<file path="src/rtl/mips_multicycle_control.sv">
// rtl/mips_multicycle_control.sv - Multi-cycle MIPS control FSM driving the Datapath controls.
// Optional CTRL_INSTR_COUNT_EN adds a retired-instruction counter output o_instr_count.
module mips_multicycle_control #(
  parameter logic [2:0] ALU_ADD = 3'b010,
  parameter logic [2:0] ALU_SUB = 3'b110,
  parameter logic [2:0] ALU_AND = 3'b000,
  parameter logic [2:0] ALU_OR  = 3'b001,
  parameter logic [2:0] ALU_SLT = 3'b111
) (
  input  logic        i_clk,
  input  logic        i_rst,
  input  logic [31:0] i_instr,
  input  logic        i_instr_valid,
  output logic        o_instr_ready,
  input  logic        i_zero,
  output logic [4:0]  o_first5bits,
  output logic [4:0]  o_second5bits,
  output logic [15:0] o_immediate,
  output logic        o_regDst,
  output logic        o_ReadWriteRF,
  output logic        o_RFSource,
  output logic        o_AluSource,
  output logic [2:0]  o_AluControl,
  output logic        o_WriteEnDataMemory,
  output logic        o_ReadEnDataMemory,
  output logic        o_MemToReg,
  output logic        o_branch,
  output logic        o_illegal,
  output logic        o_done
`ifdef CTRL_INSTR_COUNT_EN
  ,
  output logic [31:0] o_instr_count
`endif
);

  typedef enum logic [2:0] {S_IDLE, S_DECODE, S_EXEC, S_MEM, S_WB} state_t;
  typedef enum logic [2:0] {C_RTYPE, C_ADDI, C_LW, C_SW, C_BEQ, C_ILLEGAL} class_t;

  state_t      state, nextState;
  class_t      instrClass, decClass;
  logic [31:0] instrReg;
  logic [2:0]  rAluCtrl;
  logic        rFunctOk;

  assign o_first5bits  = instrReg[25:21];
  assign o_second5bits = instrReg[20:16];
  assign o_immediate   = instrReg[15:0];
  assign o_RFSource    = 1'b0;

  // R-type funct decode; rFunctOk doubles as the legality check for opcode 0
  always_comb begin
    rAluCtrl = ALU_ADD;
    rFunctOk = 1'b1;
    case (instrReg[5:0])
      6'h20:   rAluCtrl = ALU_ADD;
      6'h22:   rAluCtrl = ALU_SUB;
      6'h24:   rAluCtrl = ALU_AND;
      6'h25:   rAluCtrl = ALU_OR;
      6'h2A:   rAluCtrl = ALU_SLT;
      default: rFunctOk = 1'b0;
    endcase
  end

  always_comb begin
    decClass = C_ILLEGAL;
    case (instrReg[31:26])
      6'h00:   decClass = rFunctOk ? C_RTYPE : C_ILLEGAL;
      6'h08:   decClass = C_ADDI;
      6'h23:   decClass = C_LW;
      6'h2B:   decClass = C_SW;
      6'h04:   decClass = C_BEQ;
      default: decClass = C_ILLEGAL;
    endcase
  end

  always_ff @(posedge i_clk or posedge i_rst) begin
    if (i_rst) begin
      state      <= S_IDLE;
      instrReg   <= 32'd0;
      instrClass <= C_ILLEGAL;
    end else begin
      state <= nextState;
      if (state == S_IDLE && i_instr_valid)
        instrReg <= i_instr;
      if (state == S_DECODE)
        instrClass <= decClass;
    end
  end

  always_comb begin
    nextState           = state;
    o_instr_ready       = 1'b0;
    o_regDst            = 1'b0;
    o_ReadWriteRF       = 1'b0;
    o_AluSource         = 1'b0;
    o_AluControl        = 3'b000;
    o_WriteEnDataMemory = 1'b0;
    o_ReadEnDataMemory  = 1'b0;
    o_MemToReg          = 1'b0;
    o_branch            = 1'b0;
    o_illegal           = 1'b0;
    o_done              = 1'b0;
    // ALU controls are driven from EXEC onward and held through MEM/WB
    if (state == S_EXEC || state == S_MEM || state == S_WB) begin
      o_AluSource  = (instrClass == C_ADDI) || (instrClass == C_LW) || (instrClass == C_SW);
      o_AluControl = (instrClass == C_RTYPE) ? rAluCtrl :
                     (instrClass == C_BEQ)   ? ALU_SUB : ALU_ADD;
    end
    case (state)
      S_IDLE: begin
        o_instr_ready = 1'b1;
        if (i_instr_valid) nextState = S_DECODE;
      end
      S_DECODE: begin
        if (decClass == C_ILLEGAL) begin
          o_illegal = 1'b1;
          o_done    = 1'b1;
          nextState = S_IDLE;
        end else begin
          nextState = S_EXEC;
        end
      end
      S_EXEC: begin
        if (instrClass == C_BEQ) begin
          o_branch  = i_zero;
          o_done    = 1'b1;
          nextState = S_IDLE;
        end else if (instrClass == C_LW || instrClass == C_SW) begin
          nextState = S_MEM;
        end else begin
          nextState = S_WB;
        end
      end
      S_MEM: begin
        if (instrClass == C_LW) begin
          o_ReadEnDataMemory = 1'b1;
          nextState          = S_WB;
        end else begin
          o_WriteEnDataMemory = 1'b1;
          o_done              = 1'b1;
          nextState           = S_IDLE;
        end
      end
      S_WB: begin
        o_ReadWriteRF = 1'b1;
        o_regDst      = (instrClass == C_RTYPE);
        o_MemToReg    = (instrClass == C_LW);
        o_done        = 1'b1;
        nextState     = S_IDLE;
      end
      default: nextState = S_IDLE;
    endcase
  end

`ifdef CTRL_INSTR_COUNT_EN
  always_ff @(posedge i_clk or posedge i_rst) begin
    if (i_rst)
      o_instr_count <= 32'd0;
    else if (o_done && !o_illegal)
      o_instr_count <= o_instr_count + 32'd1;
  end
`endif

endmodule

</file>
<file path="config.mk">
export PLATFORM = sky130hd
export DESIGN_NAME = mips_multicycle_control
export DESIGN_NICKNAME = d
export VERILOG_FILES = /design/src/rtl/mips_multicycle_control.sv
export SDC_FILE = /design/constraint.sdc
export NUM_CORES = 1
export LEC_CHECK = 0
export ABC_AREA = 1
export CAP_MARGIN = 10
export CORE_MARGIN = 2
export CORE_UTILIZATION = 45
export DETAILED_ROUTE_END_ITERATION = 12
export GPL_TIMING_DRIVEN = 0
export PLACE_DENSITY = 0.79
export REMOVE_ABC_BUFFERS = 1
export SLEW_MARGIN = 20
export SYNTH_ARGS = -nofsm -noshare
export SYNTH_HDL_FRONTEND = slang
export SYNTH_SLANG_ARGS = --single-unit
</file>
<file path="constraint.sdc">
create_clock -name i_clk -period 2.3 [get_ports i_clk]
set_input_delay 0.575 -clock i_clk [delete_from_list [all_inputs] [get_ports i_clk]]
set_output_delay 0.575 -clock i_clk [all_outputs]
set_load 0.01 [all_outputs]
</file>
# == Word level (Yosys, flattened, before mapping) ==
# Index checks and enable logic that the tools add are counted.
# totals
reg_bits,38
mem_bits_ro,0
mem_bits_rw,0
latchBits,0
mem_count,0
wordCells,60
# classes
bitwise_logic,0
n_mux,28
div,0
n_mul,0
n_eq_ne,19
shift,0
add_sub_neg,0
reduce_logical,10
order_cmp,0
# op_table
operator,count
"== test 6 bit, second input constant",7
2-to-1 mux 3 bit,8
case mux 3 bit (4 select lines),2
2-to-1 mux 1 bit,15
case mux 3 bit (5 select lines),1
"== test 3 x 2 -> 1 bit, second input constant",4
"== test 3 bit, second input constant",3
"== test 3 x 1 -> 1 bit, second input constant",2
"== test 6 x 3 -> 1 bit, second input constant",1
"== test 6 x 4 -> 1 bit, second input constant",1
logical NOT 3 bit,2
logical NOT 6 bit,1
logical OR 1 bit,5
OR reduction 5 bit,1
case mux 1 bit (4 select lines),1
2-to-1 mux 2 bit,1
"!= test 2 bit, second input constant",1
logical AND 1 bit,1

# == Depth between registers and ports, before layout ==
# logic_depth
depth_word,8
mapped_depth,7
depth_no_buf,7

# == Worst setup path before layout ==
# OpenSTA, ideal clock, no wires.
# synth_timing
kind,register -> output
start,reg state[0]
end,out o_AluControl[0]
arrival_ns,1.205
n_path_buf,0
t_required_ns,1.725
stages_incl_launch_ff,4
setup_slack_ns,0.520
cell_sequence,dfrtp_1 nor3_2 nor3_1 a211oi_1
# synth_via
elab_chain_len,4
# synth_lines
item,line,text
start: declaration,39,"state_t state, nextState;"
start signal: assignment,82,state <= nextState;
== test 3 x 2 -> 1 bit,104,if (state == S_EXEC || state == S_MEM || state == S_WB) begin
logical OR 1 bit,104,
logical OR 1 bit (*),104,
2-to-1 mux 3 bit (*),104,
end: declaration,23,"output logic [2:0] o_AluControl,"
# Every way passes the cells marked *; elsewhere a longest branch is shown, timed or not.

# == Final worst setup path ==
# layout_timing
start,reg state[0]
end,out o_AluSource
# layout_via
elab_chain_len,4
# layout_lines
item,line,text
== test 3 x 2 -> 1 bit,104,
logical OR 1 bit,104,
logical OR 1 bit (*),104,
2-to-1 mux 1 bit (*),104,
end: declaration,22,"output logic o_AluSource,"
# Marked as above.

==> summary.md <==
| Metric | Value |
|---|---|
| Synth top area share | `44.5%` |
| Rows | `24` |
| Final hold vios | `0` |
| Vias in the first global route | `1417` |
| Crit-path max cell delay | `0.47 ns` |
| Nature of the critical path endpoint | `output pin` |
| Crit share post-route | `96.9%` |
| Setup WS pre-CTS | `-0.211 ns` |
| Top Usage Layer GRT | `met2` |
| Int Power | `1.71 mW` |
| Area contributors post-synth | `dfrtp_1 45%, mux2_4 19%, buf_4 10%` |
| Clk slew on worst S/H paths | `0.07 ns` |
| GR Util met2 | `24.9%` |
| Status | `finished clean` |
| Syn-to-layout area delta | `41.2%` |
| Post-DR vias/cell | `4.80` |
| Post-Syn Area per Cell | `10.4 um^2` |
| Antenna cells | `0` |
| Pins over their slew limit | `0` |
| Largest net degree at the start of global routing | `41` |
| Sw frac | `31.4%` |
| First-pass DRT Iterations | `4` |
| First-pass GRT wire length | `around 6500 um` |
| Worst skew pair latency | `0.29 ns` |
| Fillers | `between 300 and 400` |
| Critical path, cell by cell | `inv_4, nor3_4, nor3_4, nand3b_1, inv_1, dlygate4sd2_1` |
| M3 GR Usage | `roughly 5.8%` |
| Longest Clk Path Bufs | `2` |
| Antenna violations before repair | `0` |
| CP most frequent cell | `nor3_4` |
| EDFF count, synth | `0` |
| Sequential Power Share | `40.1%` |
| Total Nets Final | `292` |
| Post-cts hold buffer count | `0` |
| Iteration-0 DRC Markers | `78` |
| Routed wire length | `just over 4000 um` |
| CTS sink count | `38` |
| Total power | `2.49 mW` |
| DRC violations left | `0` |
| IO Pins | `76` |
| Seq/Total Area, Yosys | `47.1%` |
| Logic pwr share | `between 40% and 50%` |
| Root Driver | `clkbuf_8` |
| Grt total ovfl | `0` |
| Full die area | `5050 um^2` |
| Final Skew | `0.00778 ns` |
| Layout cells sized above 1 | `28.4%` |
| Placer's final routability congestion estimate | `0.845` |
| Core area | `about 4400 um^2` |
| Overall routing resource usage | `between 10% and 20%` |
| CP Class | `flop to output pin` |
| Detailed Place HPWL | `2820 um` |
| Slowest-stage cell, CP | `dfrtp_2` |
| CTS Buf Count | `5` |
| Placed cells | `a little under 300` |
| Final period demand of the worst path | `between 2 and 2.5 ns` |
| Critical path data arrival time | `~1.7 ns` |
| P_sw | `between 0.7 and 0.8 mW` |
| DR vias | `between 1000 and 1500` |
| Leakage | `roughly 1.4 nW` |
| Mapped Cells | `194` |
| Setup violations, final | `0` |
| Ys async rst share | `100%` |
| Post-layout util | `approximately two thirds` |
| Max Cap Viol | `0` |
| Data required time of the worst path | `1.73 ns` |
| Fmax | `449 MHz` |
| Hold crit path type | `flop to flop` |
| Crit start category | `flop` |
| Starting Density | `46.5%` |
| Distinct cell type count after synthesis | `24` |
| Antenna viol nets, final | `0` |
| Final Non-Filler Cells | `309` |
| Primary FF master, synth | `dfrtp_1` |
| Clock Power Share | `18.9%` |
| Relative slew slack | `27.8%` |
| Commonest non-fill, non-tap cell in the layout | `clkdlybuf4s50_1` |
| TritonCTS clock tree | `done` |
| Final setup margin | `0.0721 ns` |
| FF+latch count, synth | `38` |
| Highest-count cells in the layout ignoring fill and taps | `61 x clkdlybuf4s50_1, 33 x dfrtp_1, 25 x mux2_4, 22 x inv_1, 21 x nor2_1` |
| CP max FO | `4` |
| Cell Pwr Density | `approximately 870 nW/um^2` |
| Ys Warns | `0` |
| VDD IR max | `~0.00052 V` |
| WHS | `0.513 ns` |
| Yosys top cell by area | `dfrtp_1` |
| Global Route met1 Usage | `21.9%` |
| Worst-margin pin slew | `1.08 ns` |
| RSZ-0062 raised after global routing | `no` |
| H-tree depth | `2` |
| Drt wl/cell | `between 10 and 15 um` |
| Port bufs | `74` |
| Die H | `~71 um` |
| Chip width | `71.1 um` |
| Mapped Area | `between 2000 and 2500 um^2` |
## per-stage QoR
step                      area [um^2]   TNS (ns)
after CTS                        2820  -0.000351
after floorplan                  1780          0
after global routing             2860          0
final                            2860          0
after detailed placement         2610      -1.29
after global placement           2590      -1.43
## cell usage after synthesis (2+ instances only)
cell type  instances
dfrtp_1           36
buf_4             27
nor2_1            26
inv_1             25
mux2_4            25
nand2_1           12
a21oi_1            9
o21ai_0            6
nand3_1            4
nor3_1             4
buf_6              3
a211oi_1           2
dfstp_2            2
nand4_1            2
nor3_2             2
## critical path: cells and delay by family, from the launching register on
family	cells	cell delay [ns]
DFF	1	0.47
buffers and inverters	3	0.41
and+or+nand+nor	3	0.48
## registers in the layout, indices dropped and copies added, names as in the netlist
signal	cells
instrReg	32
instrClass	3
state	3
## path summary, 6_finish.rpt
kind	slack, ns	endpoint	cells past startpoint	from
worst max register to register	0.14	instrReg[18]	4	state[2]
worst max-delay path	0.07	o_AluSource	6	state[0]
worst min-delay path	0.51	instrReg[24]	1	instrReg[24]
max in group asynchronous	1.27	instrClass[0]	3	i_rst
min in group asynchronous	0.52	instrReg[8]	2	i_rst
worst min register to register	0.51	instrReg[24]	1	instrReg[24]
## power by group through the flow
stage / Sequential, mW / Clock [mW] / Combinational [mW]
after floorplan: 1.04 / 0 / 0.450
after global placement: 0.992 / 0 / 0.946
after detailed placement: 0.993 / 0 / 0.968
after CTS: 0.995 / 0.493 / 1.01
after global routing: 1.03 / 0.523 / 1.09
final: 1.00 / 0.472 / 1.02
## cell type report
type                       count  area [um^2]  share of cell area, %
sequential                    38          957                   33.5
timing repair buffer          86          828                   29.0
multi-input combinational    100          816                   28.5
inverter                      25         96.3                   3.37
clock buffer                   6         82.6                   2.89
tap                           52         65.1                   2.28
clock inverter                 2         12.5                  0.438
## per-layer routing
metal | vias to the layer above | wire [um]
met2 | 64 | 1900
met3 | 11 | 333
li1 | 719 | -
met1 | 688 | 1800
met4 | 0 | 86
met5 | - | 0
## timing repair
| action | CTS | global route |
|---|---|---|
| hold endpoints to repair | 0 | 0 |
| endpoints found under the setup margin | 11 | 6 |
| setup buffers | 8 | 3 |
| gates resized for setup | 34 | 12 |
| pin swaps | 4 | 4 |
## logic make-up (layout without fill, tap and decap cells)
logic type | count (synthesis) | count (layout) | share of synthesized area, %
buffers and inverters | 56 | 119 | 16.5
and+or+nand+nor | 54 | 54 | 11.9
DFF | 38 | 38 | 47.1
AOI/OAI and AO/OA | 20 | 20 | 5.69
muxes | 25 | 25 | 18.6
other | 1 | 1 | 0.185
(Power assumes the default switching activity.)
